**src/rtl/debug_cmd_rx_pkg.sv**
```systemverilog
// Shared constants, state encodings and ASCII helpers
// for the debug console command receiver.
package debug_cmd_rx_pkg;

  localparam int CLK_FREQ_DEF  = 27000000;
  localparam int UART_FREQ_DEF = 115200;

  function automatic int calc_bit_div(
    input int clk_hz,
    input int baud
  );
    return (clk_hz + baud / 2) / baud;
  endfunction

  localparam int BIT_DIV  =
    calc_bit_div(CLK_FREQ_DEF, UART_FREQ_DEF);
  localparam int HALF_DIV = BIT_DIV / 2;

  localparam logic [7:0] ASC_R  = 8'h52;
  localparam logic [7:0] ASC_C  = 8'h43;
  localparam logic [7:0] ASC_S  = 8'h53;
  localparam logic [7:0] ASC_LF = 8'h0A;
  localparam logic [7:0] ASC_CR = 8'h0D;

  typedef enum logic [2:0] {
    RX_IDLE,
    RX_START,
    RX_DATA,
    RX_STOP,
    RX_WAIT_HIGH
  } rx_state_t;

  typedef enum logic [2:0] {
    P_IDLE,
    P_EOL_R,
    P_EOL_C,
    P_HI,
    P_LO,
    P_EOL_S,
    P_DISCARD
  } p_state_t;

  function automatic logic is_eol(input logic [7:0] b);
    return (b == ASC_LF) || (b == ASC_CR);
  endfunction

  function automatic logic [7:0] to_upper(
    input logic [7:0] b
  );
    if (b >= 8'h61 && b <= 8'h7A)
      return b - 8'h20;
    return b;
  endfunction

  // Expects an already upper-cased byte.
  function automatic logic is_hex(input logic [7:0] b);
    return (b >= 8'h30 && b <= 8'h39) ||
           (b >= 8'h41 && b <= 8'h46);
  endfunction

  function automatic logic [3:0] hex_nib(
    input logic [7:0] b
  );
    if (b <= 8'h39)
      return b[3:0];
    return 4'(b[3:0] + 4'd9);
  endfunction

endpackage

```
**src/rtl/debug_cmd_rx_uart_rx_core.sv**
```systemverilog
// 8N1 UART receiver: line synchroniser, bit-timing FSM,
// byte output and saturating framing-error counter.
module uart_rx_core
  import debug_cmd_rx_pkg::*;
#(
  parameter int CLK_FREQ  = CLK_FREQ_DEF,
  parameter int UART_FREQ = UART_FREQ_DEF
) (
  input  logic       i_clk,
  input  logic       i_rst_n,
  input  logic       i_rx,
  output logic [7:0] o_data,
  output logic       o_valid,
  output logic [7:0] o_ferr_cnt
);

  localparam int BDIV = calc_bit_div(CLK_FREQ, UART_FREQ);
  localparam int HDIV = BDIV / 2;
  localparam logic [15:0] BIT_LAST  = 16'(BDIV - 1);
  localparam logic [15:0] HALF_LAST = 16'(HDIV - 1);

  rx_state_t   r_state;
  logic [1:0]  r_sync;
  logic [15:0] r_cnt;
  logic [2:0]  r_bit;
  logic [7:0]  r_shift;
  logic [7:0]  r_data;
  logic        r_valid;
  logic [7:0]  r_ferr;

  rx_state_t   w_state_nxt;
  logic [15:0] w_cnt_nxt;
  logic [2:0]  w_bit_nxt;
  logic [7:0]  w_shift_nxt;
  logic [7:0]  w_data_nxt;
  logic        w_valid_nxt;
  logic [7:0]  w_ferr_nxt;
  logic        w_line;

  assign w_line = r_sync[1];

  always_ff @(posedge i_clk or negedge i_rst_n) begin
    if (!i_rst_n) begin
      r_sync  <= 2'b11;
      r_state <= RX_IDLE;
      r_cnt   <= '0;
      r_bit   <= '0;
      r_shift <= '0;
      r_data  <= '0;
      r_valid <= 1'b0;
      r_ferr  <= '0;
    end else begin
      r_sync  <= {r_sync[0], i_rx};
      r_state <= w_state_nxt;
      r_cnt   <= w_cnt_nxt;
      r_bit   <= w_bit_nxt;
      r_shift <= w_shift_nxt;
      r_data  <= w_data_nxt;
      r_valid <= w_valid_nxt;
      r_ferr  <= w_ferr_nxt;
    end
  end

  always_comb begin
    w_state_nxt = r_state;
    w_cnt_nxt   = r_cnt;
    w_bit_nxt   = r_bit;
    w_shift_nxt = r_shift;
    w_data_nxt  = r_data;
    w_valid_nxt = 1'b0;
    w_ferr_nxt  = r_ferr;
    unique case (r_state)
      RX_IDLE: begin
        if (!w_line) begin
          w_cnt_nxt   = '0;
          w_bit_nxt   = '0;
          w_state_nxt = RX_START;
        end
      end
      RX_START: begin
        if (r_cnt == HALF_LAST) begin
          w_cnt_nxt   = '0;
          w_state_nxt = w_line ? RX_IDLE : RX_DATA;
        end else begin
          w_cnt_nxt = r_cnt + 16'd1;
        end
      end
      RX_DATA: begin
        if (r_cnt == BIT_LAST) begin
          w_cnt_nxt   = '0;
          w_shift_nxt = {w_line, r_shift[7:1]};
          w_bit_nxt   = r_bit + 3'd1;
          if (r_bit == 3'd7)
            w_state_nxt = RX_STOP;
        end else begin
          w_cnt_nxt = r_cnt + 16'd1;
        end
      end
      RX_STOP: begin
        if (r_cnt == BIT_LAST) begin
          w_cnt_nxt = '0;
          if (w_line) begin
            w_data_nxt  = r_shift;
            w_valid_nxt = 1'b1;
            w_state_nxt = RX_IDLE;
          end else begin
            if (r_ferr != 8'hFF)
              w_ferr_nxt = r_ferr + 8'd1;
            w_state_nxt = RX_WAIT_HIGH;
          end
        end else begin
          w_cnt_nxt = r_cnt + 16'd1;
        end
      end
      // A break holds the line low; wait it out.
      RX_WAIT_HIGH: begin
        if (w_line)
          w_state_nxt = RX_IDLE;
      end
      default: w_state_nxt = RX_IDLE;
    endcase
  end

  assign o_data     = r_data;
  assign o_valid    = r_valid;
  assign o_ferr_cnt = r_ferr;

endmodule

```
**src/rtl/debug_cmd_rx.sv**
```systemverilog
// Debug console receiver: UART bytes in, parsed
// R / C / Shh line commands out as one-cycle pulses.
module debug_cmd_rx
  import debug_cmd_rx_pkg::*;
#(
  parameter int CLK_FREQ  = CLK_FREQ_DEF,
  parameter int UART_FREQ = UART_FREQ_DEF
) (
  input  logic       clk_27m,
  input  logic       reset_n,
  input  logic       uart_rx,
  output logic [7:0] rx_data,
  output logic       rx_valid,
  output logic       send_req,
  output logic       clear_req,
  output logic [7:0] sel,
  output logic       sel_valid,
  output logic       cmd_err,
  output logic [7:0] frame_err_cnt
);

  logic [7:0] w_rx_data;
  logic       w_rx_valid;
  logic [7:0] w_ferr;

  uart_rx_core #(
    .CLK_FREQ  (CLK_FREQ),
    .UART_FREQ (UART_FREQ)
  ) u_core (
    .i_clk      (clk_27m),
    .i_rst_n    (reset_n),
    .i_rx       (uart_rx),
    .o_data     (w_rx_data),
    .o_valid    (w_rx_valid),
    .o_ferr_cnt (w_ferr)
  );

  p_state_t   r_p;
  logic [7:0] r_nib;
  logic [7:0] r_sel;
  logic       r_send;
  logic       r_clear;
  logic       r_selv;
  logic       r_err;

  p_state_t   w_p_nxt;
  logic [7:0] w_nib_nxt;
  logic [7:0] w_sel_nxt;
  logic       w_send_nxt;
  logic       w_clear_nxt;
  logic       w_selv_nxt;
  logic       w_err_nxt;
  logic [7:0] w_u;
  logic       w_eol;
  logic       w_hex;
  logic [3:0] w_nib;

  assign w_u   = to_upper(w_rx_data);
  assign w_eol = is_eol(w_rx_data);
  assign w_hex = is_hex(w_u);
  assign w_nib = hex_nib(w_u);

  always_ff @(posedge clk_27m or negedge reset_n) begin
    if (!reset_n) begin
      r_p     <= P_IDLE;
      r_nib   <= '0;
      r_sel   <= '0;
      r_send  <= 1'b0;
      r_clear <= 1'b0;
      r_selv  <= 1'b0;
      r_err   <= 1'b0;
    end else begin
      r_p     <= w_p_nxt;
      r_nib   <= w_nib_nxt;
      r_sel   <= w_sel_nxt;
      r_send  <= w_send_nxt;
      r_clear <= w_clear_nxt;
      r_selv  <= w_selv_nxt;
      r_err   <= w_err_nxt;
    end
  end

  always_comb begin
    w_p_nxt     = r_p;
    w_nib_nxt   = r_nib;
    w_sel_nxt   = r_sel;
    w_send_nxt  = 1'b0;
    w_clear_nxt = 1'b0;
    w_selv_nxt  = 1'b0;
    w_err_nxt   = 1'b0;
    if (w_rx_valid) begin
      unique case (r_p)
        P_IDLE: begin
          unique case (1'b1)
            (w_u == ASC_R): w_p_nxt = P_EOL_R;
            (w_u == ASC_C): w_p_nxt = P_EOL_C;
            (w_u == ASC_S): w_p_nxt = P_HI;
            w_eol:          w_p_nxt = P_IDLE;
            default: begin
              w_err_nxt = 1'b1;
              w_p_nxt   = P_DISCARD;
            end
          endcase
        end
        P_HI, P_LO: begin
          if (w_eol) begin
            w_err_nxt = 1'b1;
            w_p_nxt   = P_IDLE;
          end else if (!w_hex) begin
            w_err_nxt = 1'b1;
            w_p_nxt   = P_DISCARD;
          end else if (r_p == P_HI) begin
            w_nib_nxt[7:4] = w_nib;
            w_p_nxt        = P_LO;
          end else begin
            w_nib_nxt[3:0] = w_nib;
            w_p_nxt        = P_EOL_S;
          end
        end
        P_EOL_R, P_EOL_C, P_EOL_S: begin
          if (w_eol) begin
            w_p_nxt = P_IDLE;
            unique case (r_p)
              P_EOL_R: w_send_nxt  = 1'b1;
              P_EOL_C: w_clear_nxt = 1'b1;
              default: begin
                w_sel_nxt  = r_nib;
                w_selv_nxt = 1'b1;
              end
            endcase
          end else begin
            w_err_nxt = 1'b1;
            w_p_nxt   = P_DISCARD;
          end
        end
        P_DISCARD: begin
          if (w_eol)
            w_p_nxt = P_IDLE;
        end
        default: w_p_nxt = P_IDLE;
      endcase
    end
  end

  assign rx_data       = w_rx_data;
  assign rx_valid      = w_rx_valid;
  assign frame_err_cnt = w_ferr;
  assign send_req      = r_send;
  assign clear_req     = r_clear;
  assign sel           = r_sel;
  assign sel_valid     = r_selv;
  assign cmd_err       = r_err;

endmodule

```
**config.mk**
```make
export PLATFORM = sky130hd
export DESIGN_NAME = debug_cmd_rx
export DESIGN_NICKNAME = d
export VERILOG_FILES = /design/src/rtl/debug_cmd_rx_pkg.sv /design/src/rtl/debug_cmd_rx_uart_rx_core.sv /design/src/rtl/debug_cmd_rx.sv
export SDC_FILE = /design/constraint.sdc
export NUM_CORES = 1
export LEC_CHECK = 0
export BUFFER_PORTS_ARGS = -buffer_cell sky130_fd_sc_hd__buf_2
export CELL_PAD_IN_SITES_DETAIL_PLACEMENT = 0
export CELL_PAD_IN_SITES_GLOBAL_PLACEMENT = 1
export CORE_UTILIZATION = 50
export DETAILED_ROUTE_END_ITERATION = 7
export PLACE_DENSITY = 0.91
export SYNTH_ARGS = -nofsm -noshare
export SYNTH_HDL_FRONTEND = slang
export SYNTH_SLANG_ARGS = --single-unit
```
**constraint.sdc**
```tcl
create_clock -name clk_27m -period 6.45 [get_ports clk_27m]
set_clock_uncertainty 0.15 [all_clocks]
set_input_delay 0.645 -clock clk_27m [delete_from_list [all_inputs] [get_ports clk_27m]]
set_output_delay 0.645 -clock clk_27m [all_outputs]
set_load 0.005 [all_outputs]
```
==> flow_summary.yaml, run 1 <==
sta:
  final-max-slew-violation-count: 0
  worst_slack_ns: 3.45
  hold_viol: 0
  setup_violations: 0
  worst_slew_pin_slew_ns: 0.904
  rsz0062_at_grt: "false"
  fin_hold_ws_ns: 0.210
  fin_setup_tns_ns: 0
  fin_crit_ns: 3.00
  slew_headroom: 0.397
  max_freq_ghz: 0.334
  finalCritPeriodShare: 0.464
clocking:
  clkSinkCount: 72
  clkLatencyLatePin_ns: 0.35
  ctsHoldBuffers: 0
  cts_max_level: 3
  cts_setup_buffers: 0
  cts_tree: "yes"
  clock_path_buffers: 2
  cts-resized-gates: 0
  clkSlewWorstSetupHoldPaths_ns: 0.08
  cts_root_buf: "clkbuf_8"
  cts_made_buffers: 9
power_and_ir_drop:
  p_switching_uw: 176
  p_clk_frac: 0.453
  switching_share: 0.208
  irDropWorstVdd_mv: 0.0946
  internal_power_uw: 671
  p_per_area_nw_per_um2: 202
  power_leakage_uw: 0.00193
  pwr-share-seq: 0.535
  p_comb_frac: 0.012
synthesis:
  synth_top_family_by_area: "simple AND/OR/NAND/NOR gates"
  synth_cell_types: 61
  netlist_instances: 347
  ys.flop_type: "dfrtp_1"
  synth_compound_area_frac: 0.0923
  ys_top_cells_by_area: "dfrtp_1 46%, mux2_2 6.3%, ha_1 3.7%"
  synth-adder-area-share: 0.0365
  synth_top_area_cell: "dfrtp_1"
  synth_xor_area_frac: 0.0465
  async_flop_share: 1.00
  syn_avg_cell_area_sq_um: 10.9
  synth-edff-count: 0
  synth-simple-area-share: 0.205
  synth.area.mux_share: 0.106
  yosysWarnings: 0
  synth_area_sq_um: 3770
  synth-seq-cells: 72
  syn_nets: 361
  ys_seq_area_frac: 0.479
  synth_top_cell_area_share: 0.465
hold_path:
  holdCritPathClass: "flop to flop"
  hold_path_depth: 0
layout:
  diodes: 0
  fin_util: 0.578
  area_growth_pct: 11.2
  fin_cells: 479
  n_fill_cell: 609
  drive_gt1_frac: 0.245
  num-nets-final: 389
floorplan:
  die_y_um: 88.8
  die_x_um: 88.8
  fp-row-count: 31
  start_util: 0.519
  dieArea_sq_um: 7890
  coreArea_sq_um: 7250
  ioPinCount: 32
detailed_routing:
  wl_mm: 7.07
  drtAntennaViolNets: 0
  drc_errors: 0
  vias_per_cell: 5.71
  vias: 2733
  drtIter0Drc: 132
  drtPass1Iterations: 5
  wl_per_cell_um: 14.8
place:
  place_ws_ns: 3.56
  dp.final_hpwl_mm: 4.88
  gp_congestion: 0.831
  io_buffers: 31
  dp_cells: 463
global_route:
  grt_max_degree: 73
  grt_antenna_before_repair: 0
  grt_usage: 0.198
  overflow: 0
  grt_pass1_wl_mm: 12.0
  grt_pass1_vias: 2603
worst_setup_path:
  arrival_ns: 3.08
  cp-end-kind: "flop"
  ff2ff_path_depth: 7
  crit_fanout: 7
  required_ns: 6.53
  cp-start-kind: "flop"
  criticalPathCategory: "flop to flop"
job:
  cap_violations: 0
outcome:
  outcome: "completed"
-- layout by cell type (no fill, tap or decap), types with 3 or more instances in the layout --
master    count
a211oi_1      3
a21oi_1       3
a31oi_1      10
and2_1        3
and3_1        3
buf_2        31
clkbuf_8      9
dfrtp_1      70
ha_1         11
inv_1        13
mux2_2       21
mux2_4        8
nand2_1      24
nand2b_1      6
nand3_1      16
nand4_1      10
nor2_1       27
nor2b_1       4
nor3_1        9
nor4_1        6
nor4b_1       5
o21ai_0       9
or3_1         5
xnor2_1      13
xor2_1        7
-- per-stage QoR --
step	area, sq um	power (uW)
after CTS	4190	858
after global placement	3970	472
after global routing	4190	878
after detailed placement	3970	473
after floorplan	3770	463
final	4190	847
-- cell type report --
| type | instances | area, sq um | area share |
|---|---|---|---|
| clock buffers | 9 | 124 | 0.0296 |
| multi-input cells | 247 | 1830 | 0.437 |
| inverters | 13 | 48.8 | 0.0116 |
| flip-flops and latches | 72 | 1800 | 0.431 |
| clock inverters | 7 | 93.8 | 0.0224 |
| well taps | 99 | 124 | 0.0296 |
| repair buffers | 32 | 163 | 0.0388 |
-- power groups by stage --
stage | Clock [uW] | Combinational, uW | Sequential (uW)
2_1_floorplan | 0 | 1.40 | 461
3_3_place_gp | 0 | 10.3 | 462
3_5_place_dp | 0 | 10.7 | 462
4_1_cts | 394 | 10.7 | 453
5_1_grt | 412 | 12.0 | 453
6_report | 383 | 9.88 | 453
-- logic make-up after synthesis --
family	count (synthesis)
XOR/XNOR	20
buffers and inverters	28
AND/OR/NAND/NOR	136
AO/OA/AOI/OAI	48
flip-flops	72
adder cells (fa/ha/maj)	11
multiplexers	32
-- path summary, 6_finish.rpt --
kind,from,slack [ns],endpoint
min,u_core.r_sync[0],0.21,u_core.r_sync[1]
max,u_core.o_data[1],3.45,r_nib[1]
min reg2reg,u_core.r_sync[0],0.21,u_core.r_sync[1]
max in group asynchronous,reset_n,5.22,u_core.o_data[1]
min in group asynchronous,reset_n,0.34,r_p[2]
max reg2reg,u_core.o_data[1],3.45,r_nib[1]
-- Yosys cell counts, types with 6 or more instances --
library cell	instances
mux2_2	21
dfrtp_1	70
nor3_1	9
mux2_4	8
nand3_1	16
ha_1	11
nand2_1	24
nor4_1	6
nand4_1	10
xnor2_1	13
xor2_1	7
o21ai_0	9
inv_1	13
nand2b_1	6
a31oi_1	10
nor2_1	27
clkbuf_1	10
-- critical path, stage by stage, from the launching register on --
cell      delay (ns)
dfrtp_1         0.46
inv_1           0.11
ha_1            0.22
nor4b_1         0.65
nor3_1          0.13
o211ai_1        0.43
and3_1          0.37
mux2_2          0.37
-- sequential cells by signal, summed over array words and instances, names as in the netlist --
name	count
r_p	3
sel	8
u_core.r_cnt	16
u_core.r_sync	2
send_req	1
u_core.r_bit	3
clear_req	1
r_nib	8
u_core.r_shift	8
u_core.o_ferr_cnt	8
u_core.o_data	8
cmd_err	1
u_core.r_state	3
u_core.o_valid	1
sel_valid	1
-- routing by layer --
layer | GRT usage | part of all wire | wire length [um]
met5 | 0 | 0 | 0
met4 | 0.0850 | 0.018 | 128
met3 | 0.0541 | 0.035 | 244
met2 | 0.293 | 0.45 | 3190
met1 | 0.272 | 0.50 | 3510
(Power assumes the default switching activity.)
==> run 2, diff against run 1 <==
--- a/config.mk
+++ b/config.mk
@@ -5,12 +5,13 @@
 export SDC_FILE = /design/constraint.sdc
 export NUM_CORES = 1
 export LEC_CHECK = 0
+export ABC_AREA = 1
 export BUFFER_PORTS_ARGS = -buffer_cell sky130_fd_sc_hd__buf_2
 export CELL_PAD_IN_SITES_DETAIL_PLACEMENT = 0
 export CELL_PAD_IN_SITES_GLOBAL_PLACEMENT = 1
-export CORE_UTILIZATION = 50
+export CORE_UTILIZATION = 41
 export DETAILED_ROUTE_END_ITERATION = 7
-export PLACE_DENSITY = 0.91
+export PLACE_DENSITY = 0.84
 export SYNTH_ARGS = -nofsm -noshare
 export SYNTH_HDL_FRONTEND = slang
 export SYNTH_SLANG_ARGS = --single-unit
==> constraint.sdc (replaced) <==
create_clock -name clk_27m -period 2.7 [get_ports clk_27m]
set_clock_uncertainty 0.15 [all_clocks]
set_input_delay 0.27 -clock clk_27m [delete_from_list [all_inputs] [get_ports clk_27m]]
set_output_delay 0.27 -clock clk_27m [all_outputs]
set_load 0.005 [all_outputs]
==> run 2 against run 1 <==
Against the previous run:
- the run now ends with DRC left
- area after synthesis is 0.33% lower
- routed wire length is 1.4% higher
- die area is 21% higher
- sequential cell count stayed put
- hold slack better by 0.0030 ns
- first-iteration DRC count is 3.8% higher
- clock-buffer cell count is 1 higher
- worst setup slack worse by 3.1 ns
- maximum frequency is 29% higher
- global-route usage is 3.2 points lower
==> flow_summary.yaml, run 2 <==
outcome:
  outcome: "finished, violations left"
  violations: "DRC"
synthesis:
  ys_top_cells_by_area: "dfrtp_1 47%, nand2_1 10%, inv_1 5.8%"
  synth_top_area_cell: "dfrtp_1"
  yosys-top-cells-count: "100 x nand2_1, 70 x dfrtp_1, 58 x inv_1, 37 x nor2_1, 25 x nand3_1"
  async_flop_share: 1.00
  synth-seq-cells: 72
  netlist_instances: 444
  ys_seq_area_frac: 0.481
  syn_nets: 458
  yosysWarnings: 0
  synth_cell_types: 42
  synth-edff-count: 0
  ys.flop_type: "dfrtp_1"
  synth_top_cell_area_share: 0.467
  syn_avg_cell_area_sq_um: 8.46
  yosysMostFrequentCell: "nand2_1"
  synth_area_sq_um: 3750
worst_setup_path:
  rr_endpoint: "sel[5]"
  timing.rr.start: "u_core.o_data[0]"
  crit_top_cell: "inv_2"
  crit_start: "u_core.o_data[0]"
  criticalPathCategory: "flop to flop"
  cp-start-kind: "flop"
  crit_fanout: 9
  ff2ff_path_depth: 13
  slowest_stage: "dfrtp_1"
  cpPeakStageDelay_ns: 0.41
  path_cells: "inv_1 > ha_1 > nand3_1 > nand2_1 > inv_1 > nor2_2 > inv_2 > nor2_1 > inv_2 > nor3_4 > inv_2 > nand2_1 > o21ai_1"
  arrival_ns: 2.41
  crit_path_end: "sel[5]"
  r2r_slack_ns: 0.38
  required_ns: 2.79
  cp-end-kind: "flop"
power_and_ir_drop:
  irDropWorstVdd_mv: 0.258
  power_leakage_uw: 0.00213
  p_per_area_nw_per_um2: 476
  pwr-share-seq: 0.531
  p_comb_frac: 0.014
  p_switching_uw: 436
  p_clk_frac: 0.456
  internal_power_uw: 1600
  switching_share: 0.214
layout:
  n_fill_cell: 856
  largest_register_ffs: 16
  area_growth_pct: 14.0
  diodes: 0
  final_common_cell: "nand2_1"
  seq_area_sq_um: 1800
  largest-register: "u_core.r_cnt"
  drive_gt1_frac: 0.179
  final_cell_mix: "100 x nand2_1, 70 x dfrtp_1, 58 x inv_1"
  multi_input_area_sq_um: 1690
  num-nets-final: 502
clocking:
  cts_tree: "yes"
  clkSlewWorstSetupHoldPaths_ns: 0.08
  clkSinkCount: 72
  ctsHoldBuffers: 2
  clkLatencyLatePin_ns: 0.35
  cts_max_level: 3
  cts_setup_buffers: 0
  cts-resized-gates: 0
  cts_root_buf: "clkbuf_8"
  clock_path_buffers: 2
  cts_made_buffers: 9
sta:
  slew_headroom: 0.501
  max_freq_ghz: 0.431
  final-max-slew-violation-count: 0
  fin_setup_tns_ns: 0
  rsz0062_at_grt: "false"
  worst_slew_pin_slew_ns: 0.748
  fin_crit_ns: 2.32
  finalCritPeriodShare: 0.860
  fin_hold_ws_ns: 0.213
  hold_viol: 0
  setup_violations: 0
floorplan:
  die_y_um: 97.7
  coreArea_sq_um: 8810
  ioPinCount: 32
  start_util: 0.426
  fp-row-count: 34
  dieArea_sq_um: 9550
  die_x_um: 97.7
global_route:
  overflow: 0
  grt_pass1_vias: 2827
  grt_pass1_wl_mm: 12.7
  grt_usage: 0.166
  grt_max_degree: 33
  grt_antenna_before_repair: 0
detailed_routing:
  drtPass1Iterations: 8
  drc_errors: 7
  wl_mm: 7.17
  drtAntennaViolNets: 0
  vias: 2953
  wl_per_cell_um: 11.9
  vias_per_cell: 4.92
  drtIter0Drc: 137
place:
  dp.final_hpwl_mm: 5.31
  gp_congestion: 0.893
  io_buffers: 31
hold_path:
  hold_path_depth: 0
  holdCritPathClass: "flop to flop"
job:
  cap_violations: 0
-- run 2: metrics by stage --
step / power, uW / utilization / area (sq um) / std cells / setup WS, ns
6_report: 2040 / 0.486 / 4280 / 600 / 0.378
5_1_grt: 2110 / 0.486 / 4280 / 600 / 0.0769
4_1_cts: 2050 / 0.486 / 4280 / 600 / 0.323
3_5_place_dp: 1130 / 0.460 / 4050 / 583 / 0.343
3_3_place_gp: 1130 / 0.460 / 4050 / 583 / 0.344
2_1_floorplan: 1100 / - / 3750 / 444 / 0.659
-- run 2: layout make-up --
| cell class | instances | share of cell area |
|---|---|---|
| Sequential cell | 72 | 0.422 |
| Inverter | 63 | 0.0552 |
| Clock inverter | 5 | 0.0193 |
| Clock buffer | 10 | 0.0298 |
| Tap cell | 108 | 0.0316 |
| Multi-Input combinational cell | 305 | 0.395 |
| Timing Repair Buffer | 37 | 0.0479 |
-- run 2: critical path, delay by kind of cell (launching register included) --
kind            cells  cell delay (ns)
flops               1             0.41
compound gates      1             0.06
simple gates        6             0.88
buf+inv             5             0.48
fa+ha+maj           1             0.24
-- run 2: layer usage --
layer	vias up	share of wire	track usage
met5	-	0	0
met4	0	0.017	0.0758
met3	13	0.028	0.0288
met2	44	0.48	0.277
met1	1371	0.48	0.210
li1	1525	-	-
-- run 2: kinds of logic after synthesis --
logic type | after synthesis | share of synthesized area
simple gates | 224 | 0.299
buf+inv | 67 | 0.0696
xor+xnor | 11 | 0.0257
mux | 2 | 0.00600
compound gates | 57 | 0.0826
fa+ha+maj | 11 | 0.0367
flops | 72 | 0.481
-- run 2: worst min-delay path by stage --
stage,start,end,slack [ns]
floorplan,reset_n,clear_req,-0.18
global placement,u_core.r_sync[0],u_core.r_sync[1],0.20
detailed placement,u_core.r_sync[0],u_core.r_sync[1],0.20
CTS,u_core.r_sync[0],u_core.r_sync[1],0.21
global route,u_core.r_sync[0],u_core.r_sync[1],0.22
finish,u_core.r_sync[0],u_core.r_sync[1],0.21
-- run 2: power by group through the flow --
stage	clock, uW	sequential, uW	combinational, uW
2_1_floorplan	0	1100	1.42
5_1_grt	992	1080	33.6
3_3_place_gp	0	1100	27.8
4_1_cts	942	1080	30.3
3_5_place_dp	0	1100	28.1
6_report	928	1080	28.0
==> run 3, diff against run 2 <==
--- a/config.mk
+++ b/config.mk
@@ -9,9 +9,9 @@
 export BUFFER_PORTS_ARGS = -buffer_cell sky130_fd_sc_hd__buf_2
 export CELL_PAD_IN_SITES_DETAIL_PLACEMENT = 0
 export CELL_PAD_IN_SITES_GLOBAL_PLACEMENT = 1
-export CORE_UTILIZATION = 41
+export CORE_UTILIZATION = 49
 export DETAILED_ROUTE_END_ITERATION = 7
-export PLACE_DENSITY = 0.84
+export PLACE_DENSITY = 0.93
 export SYNTH_ARGS = -nofsm -noshare
 export SYNTH_HDL_FRONTEND = slang
 export SYNTH_SLANG_ARGS = --single-unit
==> constraint.sdc (replaced) <==
create_clock -name clk_27m -period 2.9 [get_ports clk_27m]
set_clock_uncertainty 0.15 [all_clocks]
set_input_delay 0.29 -clock clk_27m [delete_from_list [all_inputs] [get_ports clk_27m]]
set_output_delay 0.29 -clock clk_27m [all_outputs]
set_load 0.005 [all_outputs]
==> run 3 against run 2 <==
Against the previous run:
- the run now ends clean
- global-route usage up 3.9 points
- sequential cell count unchanged
- final area is 0.76% lower
- first-iteration DRC count decreased by 20%
- total power down 9.6%
- combinational power down 17%
- sequential share of layout area grew 0.32 points
- clock power decreased by 13%
- hold slack worse by 0.21 ns
- cell count decreased by 1.7%
- die area fell by 16%
- critical endpoint unchanged
==> flow_summary.yaml, run 3 (synthesis gave the netlist of run 2 again) <==
floorplan:
  fp-row-count: 31
  die_x_um: 89.5
  coreArea_sq_um: 7330
  dieArea_sq_um: 8020
  ioPinCount: 32
  start_util: 0.512
  die_y_um: 89.5
clocking:
  clock_path_buffers: 2
  clkLatencyLatePin_ns: 0.35
  clkSlewWorstSetupHoldPaths_ns: 0.07
  cts_tree: "yes"
  clkSinkCount: 72
  cts_max_level: 3
  cts_made_buffers: 9
  cts_root_buf: "clkbuf_8"
place:
  io_buffers: 31
  dp.final_hpwl_mm: 5.30
  gp_congestion: 0.896
detailed_routing:
  vias_per_cell: 5.06
  wl_mm: 7.26
  wl_per_cell_um: 12.3
  drtAntennaViolNets: 0
  drtPass1Iterations: 4
  drc_errors: 0
  drtIter0Drc: 109
  vias: 2988
sta:
  setup_violations: 0
  hold_viol: 0
  fin_setup_tns_ns: 0
  fin_crit_ns: 2.35
  rsz0062_at_grt: "false"
  final-max-slew-violation-count: 0
  max_freq_ghz: 0.426
  slew_headroom: 0.411
  worst_slew_pin_slew_ns: 0.884
  finalCritPeriodShare: 0.809
worst_setup_path:
  path_cells: "inv_1 > ha_1 > nand3_1 > nand2_1 > inv_1 > nor2_2 > inv_2 > nor2_1 > inv_2 > nor3_4 > inv_2 > nand2_1 > o21ai_1"
  arrival_ns: 2.43
  criticalPathCategory: "flop to flop"
  required_ns: 2.99
  crit_fanout: 9
  cpLargestDelayFamily: "simple AND/OR/NAND/NOR gates"
  slowest_stage: "dfrtp_1"
  cp-start-kind: "flop"
  path_buf_inv: 5
  timing.rr.start: "u_core.o_data[0]"
  crit_top_cell: "inv_2"
  cp-end-kind: "flop"
  r2r_slack_ns: 0.55
  cpPeakStageDelay_ns: 0.41
  crit_start: "u_core.o_data[0]"
layout:
  num-nets-final: 500
  multi_input_area_sq_um: 1690
  final_common_cell: "nand2_1"
  drive_gt1_frac: 0.181
  seq_area_sq_um: 1800
  diodes: 0
  area_growth_pct: 13.1
  largest-register: "u_core.r_cnt"
  largest_register_ffs: 16
  n_fill_cell: 680
  final_cell_mix: "100 x nand2_1, 70 x dfrtp_1, 58 x inv_1"
power_and_ir_drop:
  p_switching_uw: 391
  switching_share: 0.213
  internal_power_uw: 1450
  irDropWorstVdd_mv: 0.294
  p_comb_frac: 0.013
  p_clk_frac: 0.441
  pwr-share-seq: 0.547
  p_per_area_nw_per_um2: 433
  finalPower_uw: 1840
  power_leakage_uw: 0.00213
outcome:
  outcome: "completed"
global_route:
  overflow: 0
  grt_pass1_wl_mm: 12.4
  grt_antenna_before_repair: 0
  grt_pass1_vias: 2830
  grt_max_degree: 73
  grt_usage: 0.204
hold_path:
  holdCritPathClass: "input pin to async pin"
job:
  cap_violations: 0
==> run 3: cell count changes in the layout (fill, tap and decap cells not counted), sizes merged <==
| cell | before | now |
|---|---|---|
| buf | 35 | 34 |
| bufinv | 2 | 1 |
| clkbuf | 10 | 11 |
| clkinv | 0 | 2 |
| clkinvlp | 3 | 2 |
| dlygate4sd3 | 2 | 1 |
==> run 3: path summary, 6_finish.rpt <==
check	depth (start not counted)	endpoint
worst max register to register	13	sel[5]
worst min-delay path	2	r_nib[2]
max in group asynchronous	2	u_core.o_data[1]
min in group clk_27m	0	u_core.r_sync[1]
worst min register to register	0	u_core.r_sync[1]
worst max-delay path	13	sel[5]
==> run 3: worst register-to-register path, stage by stage (launching register included) <==
cell     delay (ns)
dfrtp_1        0.41
inv_1          0.18
ha_1           0.24
nand3_1        0.11
nand2_1        0.09
inv_1          0.04
nor2_2         0.21
inv_2          0.06
nor2_1         0.11
inv_2          0.07
nor3_4         0.28
inv_2          0.15
nand2_1        0.09
o21ai_1        0.05
==> run 3: per-layer routing <==
metal	GRT usage	up-vias	part of all wire
met5	0	-	0
met4	0.0722	0	0.012
met3	0.0563	6	0.038
met2	0.346	61	0.50
met1	0.250	1398	0.45
li1	-	1523	-
==> run 3: what timing repair did <==
action	CTS	global route
endpoints found under the hold margin	1	0
hold buffers	1	0
resized for setup	0	0
setup buffers	0	0
==> run 3: per-stage QoR <==
| step | worst slack, ns | cells | hold WS [ns] | cell area [sq um] | util |
|---|---|---|---|---|---|
| 2_1_floorplan | 0.859 | 444 | -0.156 | 3750 | - |
| 3_3_place_gp | 0.577 | 573 | 0.200 | 4030 | 0.550 |
| 3_5_place_dp | 0.565 | 573 | 0.198 | 4030 | 0.550 |
| 4_1_cts | 0.542 | 590 | 0.0204 | 4250 | 0.579 |
| 5_1_grt | 0.354 | 590 | 0.0938 | 4250 | 0.579 |
| 6_report | 0.554 | 590 | 0.00228 | 4250 | 0.579 |
==> run 3: cell type report <==
class | instances | share of cell area
Clock buffer | 11 | 0.0356
Clock inverter | 5 | 0.0130
Inverter | 63 | 0.0557
Multi-Input combinational cell | 305 | 0.398
Sequential cell | 72 | 0.425
Tap cell | 99 | 0.0292
Timing Repair Buffer | 35 | 0.0442
==> run 3: power groups by stage <==
stage,logic [uW],clock network (uW),registers (uW)
floorplan,1.32,0,1030
CTS,24.8,836,1010
detailed placement,23.8,0,1030
global placement,23.9,0,1030
finish,23.3,812,1010
global route,28.5,873,1010
